===== config.mk =====
export PLATFORM = sky130hd
export DESIGN_NAME = amplitude_detector
export DESIGN_NICKNAME = d
export VERILOG_FILES = /design/src/rtl/iagc_pkg.sv /design/src/rtl/peak_tracker.sv /design/src/rtl/amplitude_detector.sv
export SDC_FILE = /design/constraint.sdc
export NUM_CORES = 1
export LEC_CHECK = 0
export CELL_PAD_IN_SITES_DETAIL_PLACEMENT = 0
export CELL_PAD_IN_SITES_GLOBAL_PLACEMENT = 1
export CORE_MARGIN = 2
export CORE_UTILIZATION = 45
export CTS_BUF_LIST = sky130_fd_sc_hd__clkbuf_4
export CTS_CLUSTER_DIAMETER = 40
export DETAILED_ROUTE_END_ITERATION = 12
export GPL_TIMING_DRIVEN = 1
export HOLD_SLACK_MARGIN = 0.08
export PLACE_DENSITY_LB_ADDON = 0.05
export SETUP_SLACK_MARGIN = 0.15
export SYNTH_ARGS = -nofsm -noshare
export SYNTH_HDL_FRONTEND = slang
export SYNTH_HIERARCHICAL = 1
export SYNTH_SLANG_ARGS = --single-unit

===== constraint.sdc =====
create_clock -name i_clock -period 3.9 [get_ports i_clock]
set_input_delay 0.975 -clock i_clock [delete_from_list [all_inputs] [get_ports i_clock]]
set_output_delay 0.975 -clock i_clock [all_outputs]
set_load 0.005 [all_outputs]

===== src/rtl/iagc_pkg.sv =====
// Shared IAGC loop definitions: status encodings and default datapath widths.
// Imported by every block that sits in the gain-control path.
package iagc_pkg;

  localparam int IAGC_STATUS_WIDTH = 4;
  localparam int DEF_SAMPLER_DATA_SIZE = 16;
  localparam int DEF_AMPLITUDE_COUNT_SIZE = 16;

  typedef enum logic [IAGC_STATUS_WIDTH-1:0] {
    IAGC_IDLE    = 4'd0,
    IAGC_ACQUIRE = 4'd1,
    IAGC_DETECT  = 4'd2
  } iagc_status_e;

endpackage


===== src/rtl/peak_tracker.sv =====
// Saturating absolute value of one signed channel plus its running-max register.
// o_window_max already folds in the current sample so the closing edge needs no bubble.
module peak_tracker
  import iagc_pkg::*;
#(
  parameter int W = DEF_SAMPLER_DATA_SIZE
) (
  input  logic         i_clock,
  input  logic         i_reset,
  input  logic         i_clear,
  input  logic         i_accept,
  input  logic         i_close,
  input  logic [W-1:0] i_data,
  output logic [W-1:0] o_window_max
);

  localparam logic [W-1:0] MAX_POS = {1'b0, {(W-1){1'b1}}};

  logic [W-1:0] w_neg;
  logic [W-1:0] w_abs;
  logic [W-1:0] r_peak;

  // Negating the most-negative code yields itself; clamp it instead.
  assign w_neg = ~i_data + 1'b1;
  assign w_abs = !i_data[W-1] ? i_data :
                 (w_neg[W-1] ? MAX_POS : w_neg);

  assign o_window_max = (w_abs > r_peak) ? w_abs : r_peak;

  always_ff @(posedge i_clock or posedge i_reset) begin
    if (i_reset) begin
      r_peak <= '0;
    end else if (i_clear || (i_accept && i_close)) begin
      r_peak <= '0;
    end else if (i_accept) begin
      r_peak <= o_window_max;
    end
  end

endmodule


===== src/rtl/amplitude_detector.sv =====
// Per-window peak |reference| and |error| detector for the IAGC loop.
// Both channels share one sample counter and publish together.
module amplitude_detector
  import iagc_pkg::*;
#(
  parameter int IAGC_STATUS_SIZE = IAGC_STATUS_WIDTH,
  parameter int SAMPLER_DATA_SIZE = DEF_SAMPLER_DATA_SIZE,
  parameter int AMPLITUDE_COUNT_SIZE = DEF_AMPLITUDE_COUNT_SIZE,
  parameter logic [IAGC_STATUS_SIZE-1:0] STATUS_DETECT = IAGC_DETECT
) (
  input  logic                            i_clock,
  input  logic                            i_reset,
  input  logic                            i_sample,
  input  logic [IAGC_STATUS_SIZE-1:0]     i_iagc_status,
  input  logic [SAMPLER_DATA_SIZE-1:0]    i_reference,
  input  logic [SAMPLER_DATA_SIZE-1:0]    i_error,
  input  logic [AMPLITUDE_COUNT_SIZE-1:0] i_amplitude_count,
  output logic [SAMPLER_DATA_SIZE-1:0]    o_reference_amplitude,
  output logic [SAMPLER_DATA_SIZE-1:0]    o_error_amplitude,
  output logic                            o_amplitude_valid
);

  localparam int CW = AMPLITUDE_COUNT_SIZE;
  localparam int DW = SAMPLER_DATA_SIZE;

  logic          w_detect;
  logic          w_accept;
  logic          w_close;
  logic [CW-1:0] w_new_len;
  logic [CW-1:0] w_len;
  logic [CW-1:0] w_count_inc;
  logic [DW-1:0] w_ref_max;
  logic [DW-1:0] w_err_max;

  logic [CW-1:0] r_count;
  logic [CW-1:0] r_len;
  logic [DW-1:0] r_ref_amp;
  logic [DW-1:0] r_err_amp;
  logic          r_valid;

  assign w_detect = (i_iagc_status == STATUS_DETECT);
  assign w_accept = w_detect && i_sample;

  // The first sample of a window sees the live length, later ones the latched one.
  assign w_new_len = (i_amplitude_count == '0) ? CW'(1) : i_amplitude_count;
  assign w_len = (r_count == '0) ? w_new_len : r_len;
  assign w_count_inc = r_count + 1'b1;
  assign w_close = w_accept && (w_count_inc == w_len);

  peak_tracker #(.W(DW)) u_ref_peak (
    .i_clock      (i_clock),
    .i_reset      (i_reset),
    .i_clear      (!w_detect),
    .i_accept     (w_accept),
    .i_close      (w_close),
    .i_data       (i_reference),
    .o_window_max (w_ref_max)
  );

  peak_tracker #(.W(DW)) u_err_peak (
    .i_clock      (i_clock),
    .i_reset      (i_reset),
    .i_clear      (!w_detect),
    .i_accept     (w_accept),
    .i_close      (w_close),
    .i_data       (i_error),
    .o_window_max (w_err_max)
  );

  always_ff @(posedge i_clock or posedge i_reset) begin
    if (i_reset) begin
      r_count   <= '0;
      r_len     <= '0;
      r_ref_amp <= '0;
      r_err_amp <= '0;
      r_valid   <= 1'b0;
    end else begin
      r_valid <= w_close;
      if (!w_detect) begin
        r_count <= '0;
      end else if (w_accept) begin
        if (r_count == '0) begin
          r_len <= w_new_len;
        end
        r_count <= w_close ? '0 : w_count_inc;
      end
      if (w_close) begin
        r_ref_amp <= w_ref_max;
        r_err_amp <= w_err_max;
      end
    end
  end

  assign o_reference_amplitude = r_ref_amp;
  assign o_error_amplitude     = r_err_amp;
  assign o_amplitude_valid     = r_valid;

endmodule


## After elaboration in Yosys (flattened, before gate mapping)

Cells that the tools add are included.

| operators by class | value |
|---|---|
| magnitude comparators | 2 |
| equality and inequality tests | 3 |
| reduce and logical (&&, ||, !) cells | 9 |
| multipliers | 0 |
| add/sub/neg operators | 3 |
| div/mod/pow operators | 0 |
| shifts and indexed selects | 0 |
| multiplexer cells | 15 |
| bitwise operators | 2 |

Operators with widths:

| kind | count |
|---|---|
| 16-bit two-way mux | 13 |
| 16-bit by 1-bit adder with 16-bit output, second input constant | 3 |
| 16-bit > comparator | 2 |
| 16-bit logical NOT | 2 |
| 16-bit NOT | 2 |
| 15-bit two-way mux | 2 |
| 16-bit equality test | 1 |
| 4-bit by 2-bit equality test with 1-bit output, second input constant | 1 |
| 1-bit logical AND | 3 |
| 2-bit by 1-bit != test with 1-bit output, second input constant | 1 |
| 2-bit AND reduction | 1 |
| 2-bit nonzero test | 1 |
| 1-bit logical NOT | 1 |
| 1-bit logical OR | 1 |

| storage, ports and cells | value |
|---|---|
| bits of input ports | 55 |
| output and inout bits | 33 |
| memories | 0 |
| bits in latches | 0 |
| memory bits (writable) | 0 |
| word-level logic and storage cells | 41 |
| bits in registers | 97 |
| ROM bits | 0 |

## Depth between registers and ports, before layout

| logic depth | value |
|---|---|
| depth in word-level cells | 8 |
| mapped depth | 17 |
| gate-level depth less buffers | 14 |

## Modules after synthesis

Netlist, hierarchy kept.

By module, submodules not included:

| module | seq. area each (um^2) | cells each | times used | area an instance (um^2) |
|---|---|---|---|---|
| amplitude_detector | 1626.6 | 298 | 1 | 3570.9 |
| peak_tracker | 400.4 | 190 | 2 | 1636.6 |

## Worst setup path after synthesis

OpenSTA, ideal clock, no wires.

| path | value |
|---|---|
| path kind | input to register |
| start point | input port i_error[5] |
| end point | register r_err_amp[12], in the netlist o_error_amplitude[12] |
| data required time | 3773 ps |
| setup time | 127 ps |
| arrival | 4053 ps |
| stages on the path | 12 |
| path slack | -281 ps |
| path buffers | 1 |
| cell sequence | nor4_4 > nand3_2 > or3_1 > nor3_1 > a311oi_2 > ha_1 > nand4b_4 > a2111o_1 > a31oi_4 > buf_2 > mux2_2 > mux2_1 |

| between the ends | value |
|---|---|
| longest elaborated chain between the ends | 6 |

RTL lines:

| item | RTL line | text |
|---|---|---|
| start, declared | amplitude_detector.sv:16 | `input logic [SAMPLER_DATA_SIZE-1:0] i_error,` |
| 16-bit NOT | peak_tracker.sv:24 | `assign w_neg = ~i_data + 1'b1;` |
| 16-bit by 1-bit adder with 16-bit output | peak_tracker.sv:24 |  |
| 15-bit two-way mux | peak_tracker.sv:26 | `(w_neg[W-1] ? MAX_POS : w_neg);` |
| 16-bit two-way mux (*) | peak_tracker.sv:25 | `assign w_abs = !i_data[W-1] ? i_data :` |
| 16-bit > comparator | peak_tracker.sv:28 | `assign o_window_max = (w_abs > r_peak) ? w_abs : r_peak;` |
| 16-bit two-way mux (*) | peak_tracker.sv:28 |  |
| named net w_err_max[12] | amplitude_detector.sv:33 | `logic [DW-1:0] w_err_max;` |
| end signal, assigned | amplitude_detector.sv:89 | `r_err_amp <= w_err_max;` |
| end, declared | amplitude_detector.sv:38 | `logic [DW-1:0] r_err_amp;` |

Mark *: on every way through the listed nets, which the timed path passes. The rest lies on a longest branch.
A chain may end at the register's enable or synchronous reset.

## Final worst setup path

| path | value |
|---|---|
| start point | input port i_reference[10] |
| end point | register r_ref_amp[7], in the netlist o_reference_amplitude[7] |

| between the ends | value |
|---|---|
| longest elaborated chain between the ends | 6 |

RTL lines:

| item | RTL line | text |
|---|---|---|
| start, declared | amplitude_detector.sv:15 | `input logic [SAMPLER_DATA_SIZE-1:0] i_reference,` |
| 16-bit NOT | peak_tracker.sv:24 |  |
| 16-bit by 1-bit adder with 16-bit output | peak_tracker.sv:24 |  |
| 15-bit two-way mux | peak_tracker.sv:26 |  |
| 16-bit two-way mux (*) | peak_tracker.sv:25 |  |
| 16-bit > comparator | peak_tracker.sv:28 |  |
| 16-bit two-way mux (*) | peak_tracker.sv:28 |  |
| named net w_ref_max[7] | amplitude_detector.sv:32 | `logic [DW-1:0] w_ref_max;` |
| end signal, assigned | amplitude_detector.sv:88 | `r_ref_amp <= w_ref_max;` |
| end, declared | amplitude_detector.sv:37 | `logic [DW-1:0] r_ref_amp;` |

Marked as above.

==> results.toml <==
[sta]
setup_viol = 0
slew_viol_final = 0
worst_slew_pin_slew_ps = 794.7
clock-skew-final_ps = 22.03
max_slew_margin = 0.4677
hold_viol = 0
fin_crit_sh = 0.9752
fin_ws_ps = 96.91
clock.fmax_mhz = 262.9
rsz0062_at_grt = "true"
fin_crit_ps = 3803

[routing]
antenna_left = 0
drtIter0Drc = 308
post-route-drc-count = 0
vias = 6051
vias_per_cell = 5.432
routed_wl_um = 19050
dr.pass1.iters = 5
routedWlPerCell_um = 17.10

[pwr]
peakVddDrop_mv = 0.1376
clkPwrFrac = 0.213
seq_power_share = 0.489
cellInternalPower_mw = 1.548
power_switching_uw = 643.0
leakage_nw = 4.391
pwr-share-comb = 0.298
netSwitchingFraction = 0.2935
powerDensity_nw_per_um2 = 225.4

[synthesis]
synth_compound_area_frac = 0.1523
synth_top_family_by_area = "simple AND/OR/NAND/NOR gates"
synthAdderAreaFrac = 0.06216
yosys.area_share.simple = 0.1654
synth_fp_nets = 767
synth.area.mux_share = 0.1430
ys_warn_count = 6
synth_cell_types = 70
synth-edff-count = 0
ys_seq_area_frac = 0.3547
yosysTopAreaCell = "dfrtp_1"
synth_xor_xnor_area_share = 0.05521
synth_top_area_frac = 0.3547
avgSynthCellArea_um2 = 10.09
ys_dominant_reg_cell = "dfrtp_1"
synthCells = 678
synthesis.area_um2 = 6844
ys_ff_latch = 97
synthArstFlopShare = 1.000
synth_area_leaders = "dfrtp_1 35%, ha_1 6.2%, mux2_4 5.9%"

[worst_setup_path]
critical_path_class = "in2reg"
r2r_end = "u_err_peak/r_peak[10]"
critPathSlowestCell = "a2111o_1"
reg2reg_from = "r_count[1]"
worstPathMaxFanout = 6
path_cells = "clkbuf_2 -> or3_4 -> nor4b_4 -> and2_4 -> buf_6 -> nor2_2 -> mux2i_2 -> ha_1 -> nand4_1 -> a2111o_1 -> a31oi_4 -> buf_6 -> buf_12 -> mux2_4 -> mux2_4"
max_stage_delay_ps = 460
required_ps = 4260
worst_ep_arrival_time_ps = 4160
critPathLaunch = "i_reference[10]"
worst_setup_path_start_kind = "input port"
rrSetupSlack_ps = 350
end_kind = "register"
reg2reg_depth = 18

[clocking]
cts_made_buffers = 9
ctsLongestPathBuffers = 2
clock_latency_ps = 470
cts.sinks = 97
cts_tree = "built"
path_clk_slew_ps = 150
h-tree-depth = 3
cts-root-buf = "clkbuf_4"

[finish]
final_common_cell = "buf_4"
drive_gt1_frac = 0.4022
final_cell_mix = "166 x buf_4, 96 x dfrtp_1, 59 x nand2_1, 59 x clkdlybuf4s50_1, 49 x inv_1"
fin_nets = 1011
area_growth_pct = 41.97
stdcell_count = 1114

[placed_design]
routabilityCongestion = 0.8632
dpl.hpwl_um = 13580
pre_cts_slack_ps = -758.1
place_inst = 1058
portBuffers = 87

[outcome]
status = "complete, no violations"

[grt]
grt_use_total = 0.2358
grt_pass1_vias = 6169
grt_max_degree = 30
grt_pass1_wl_um = 30550
grt.overflow.total = 0
antenna_found_initial = 2

[die]
die_h_um = 127.3
std_cell_rows = 45
die_area_um2 = 16210
ios = 88
coreArea_um2 = 15030
fp.dieW_um = 127.3
initial_core_util = 0.4553

[min_path]
hold_start = "o_error_amplitude[5]"
min_path_cells = 1
hold_class = "reg2reg"
min_to = "o_error_amplitude[5]"

[flow_run]
cap_violations = 0
## Yosys cell counts, drive strengths merged, types with 4 or more instances
cell type   n
xor2       15
or3         5
xnor2      23
nand2      61
inv        52
a211oi      4
nor4       12
buf        27
nand2b      5
o31a        4
nor2       35
nand3      17
o21ai      29
a21oi      30
mux2       61
dfrtp      97
and3        7
nor2b       6
a21boi      4
nand4      13
a22o       32
ha         34
nor3       17
mux2i      17
a31oi      12
clkbuf     13
## per-layer routing
layer / share of wire / global-route usage
met4: 0.025 / 0.06787
met2: 0.49 / 0.4080
met1: 0.44 / 0.2984
met3: 0.044 / 0.04941
met5: 0.00068 / 0
## worst max-delay path by stage
stage,end
5_1_grt,o_reference_amplitude[1]
2_1_floorplan,o_error_amplitude[12]
3_3_place_gp,o_error_amplitude[7]
6_report,o_reference_amplitude[7]
4_1_cts,o_reference_amplitude[12]
3_5_place_dp,u_err_peak/r_peak[11]
## area by class of cell
cell class | count | area [um2]
fillers | 1221 | 5316
multi-input cells | 489 | 4383
flip-flops and latches | 97 | 2429
repair buffers | 273 | 2375
well taps | 188 | 235.2
inverters | 52 | 195.2
clock buffers | 12 | 90.09
clock inverters | 2 | 7.507
diodes | 1 | 2.502
## cells by family after synthesis
logic type               Yosys count
buffers and inverters             92
AND/OR/NAND/NOR                  196
AO/OA/AOI/OAI                    141
multiplexers                      78
flip-flops                        97
adder cells (fa/ha/maj)           34
XOR/XNOR                          40
## critical path, delay by kind of cell
| kind | cells | cell delay, ps |
|---|---|---|
| adder cells (fa/ha/maj) | 1 | 190 |
| multiplexers | 3 | 730 |
| AND/OR/NAND/NOR | 5 | 1120 |
| buffers and inverters | 4 | 490 |
| AO/OA/AOI/OAI | 2 | 650 |
## per-stage QoR
stage               area (um2)  setup TNS [ps]  hold slack, ps    util  power, mW
detailed placement        8906          -39320           476.5  0.5924      1.641
global placement          8906          -33210           466.3  0.5924      1.629
global route              9717               0           539.3  0.6464      2.311
floorplan                 6914          -386.7           472.9       -      1.366
CTS                       9400               0           511.4  0.6253      2.175
finish                    9717               0           507.5  0.6464      2.191
## flip-flops by register name (all words and copies together), names as in the netlist
name	count
o_amplitude_valid	1
r_len	16
u_ref_peak/r_peak	16
o_error_amplitude	16
o_reference_amplitude	16
u_err_peak/r_peak	16
r_count	16
## power groups by stage
stage	Sequential, mW	Combinational, mW	Clock, mW
floorplan	1.08	0.282	0
global placement	1.09	0.540	0
detailed placement	1.09	0.550	0
CTS	1.07	0.611	0.492
global route	1.08	0.707	0.528
finish	1.07	0.652	0.467
## repair_timing
item / 4_1_cts / 5_1_grt
gates cloned: 1 / 2
hold buffers: 0 / 0
gates resized for setup: 115 / 86
pin swaps: 28 / 39
setup endpoints to repair: 60 / 61
setup buffers: 32 / 6
Note: power is estimated with default switching activity, not from simulation.
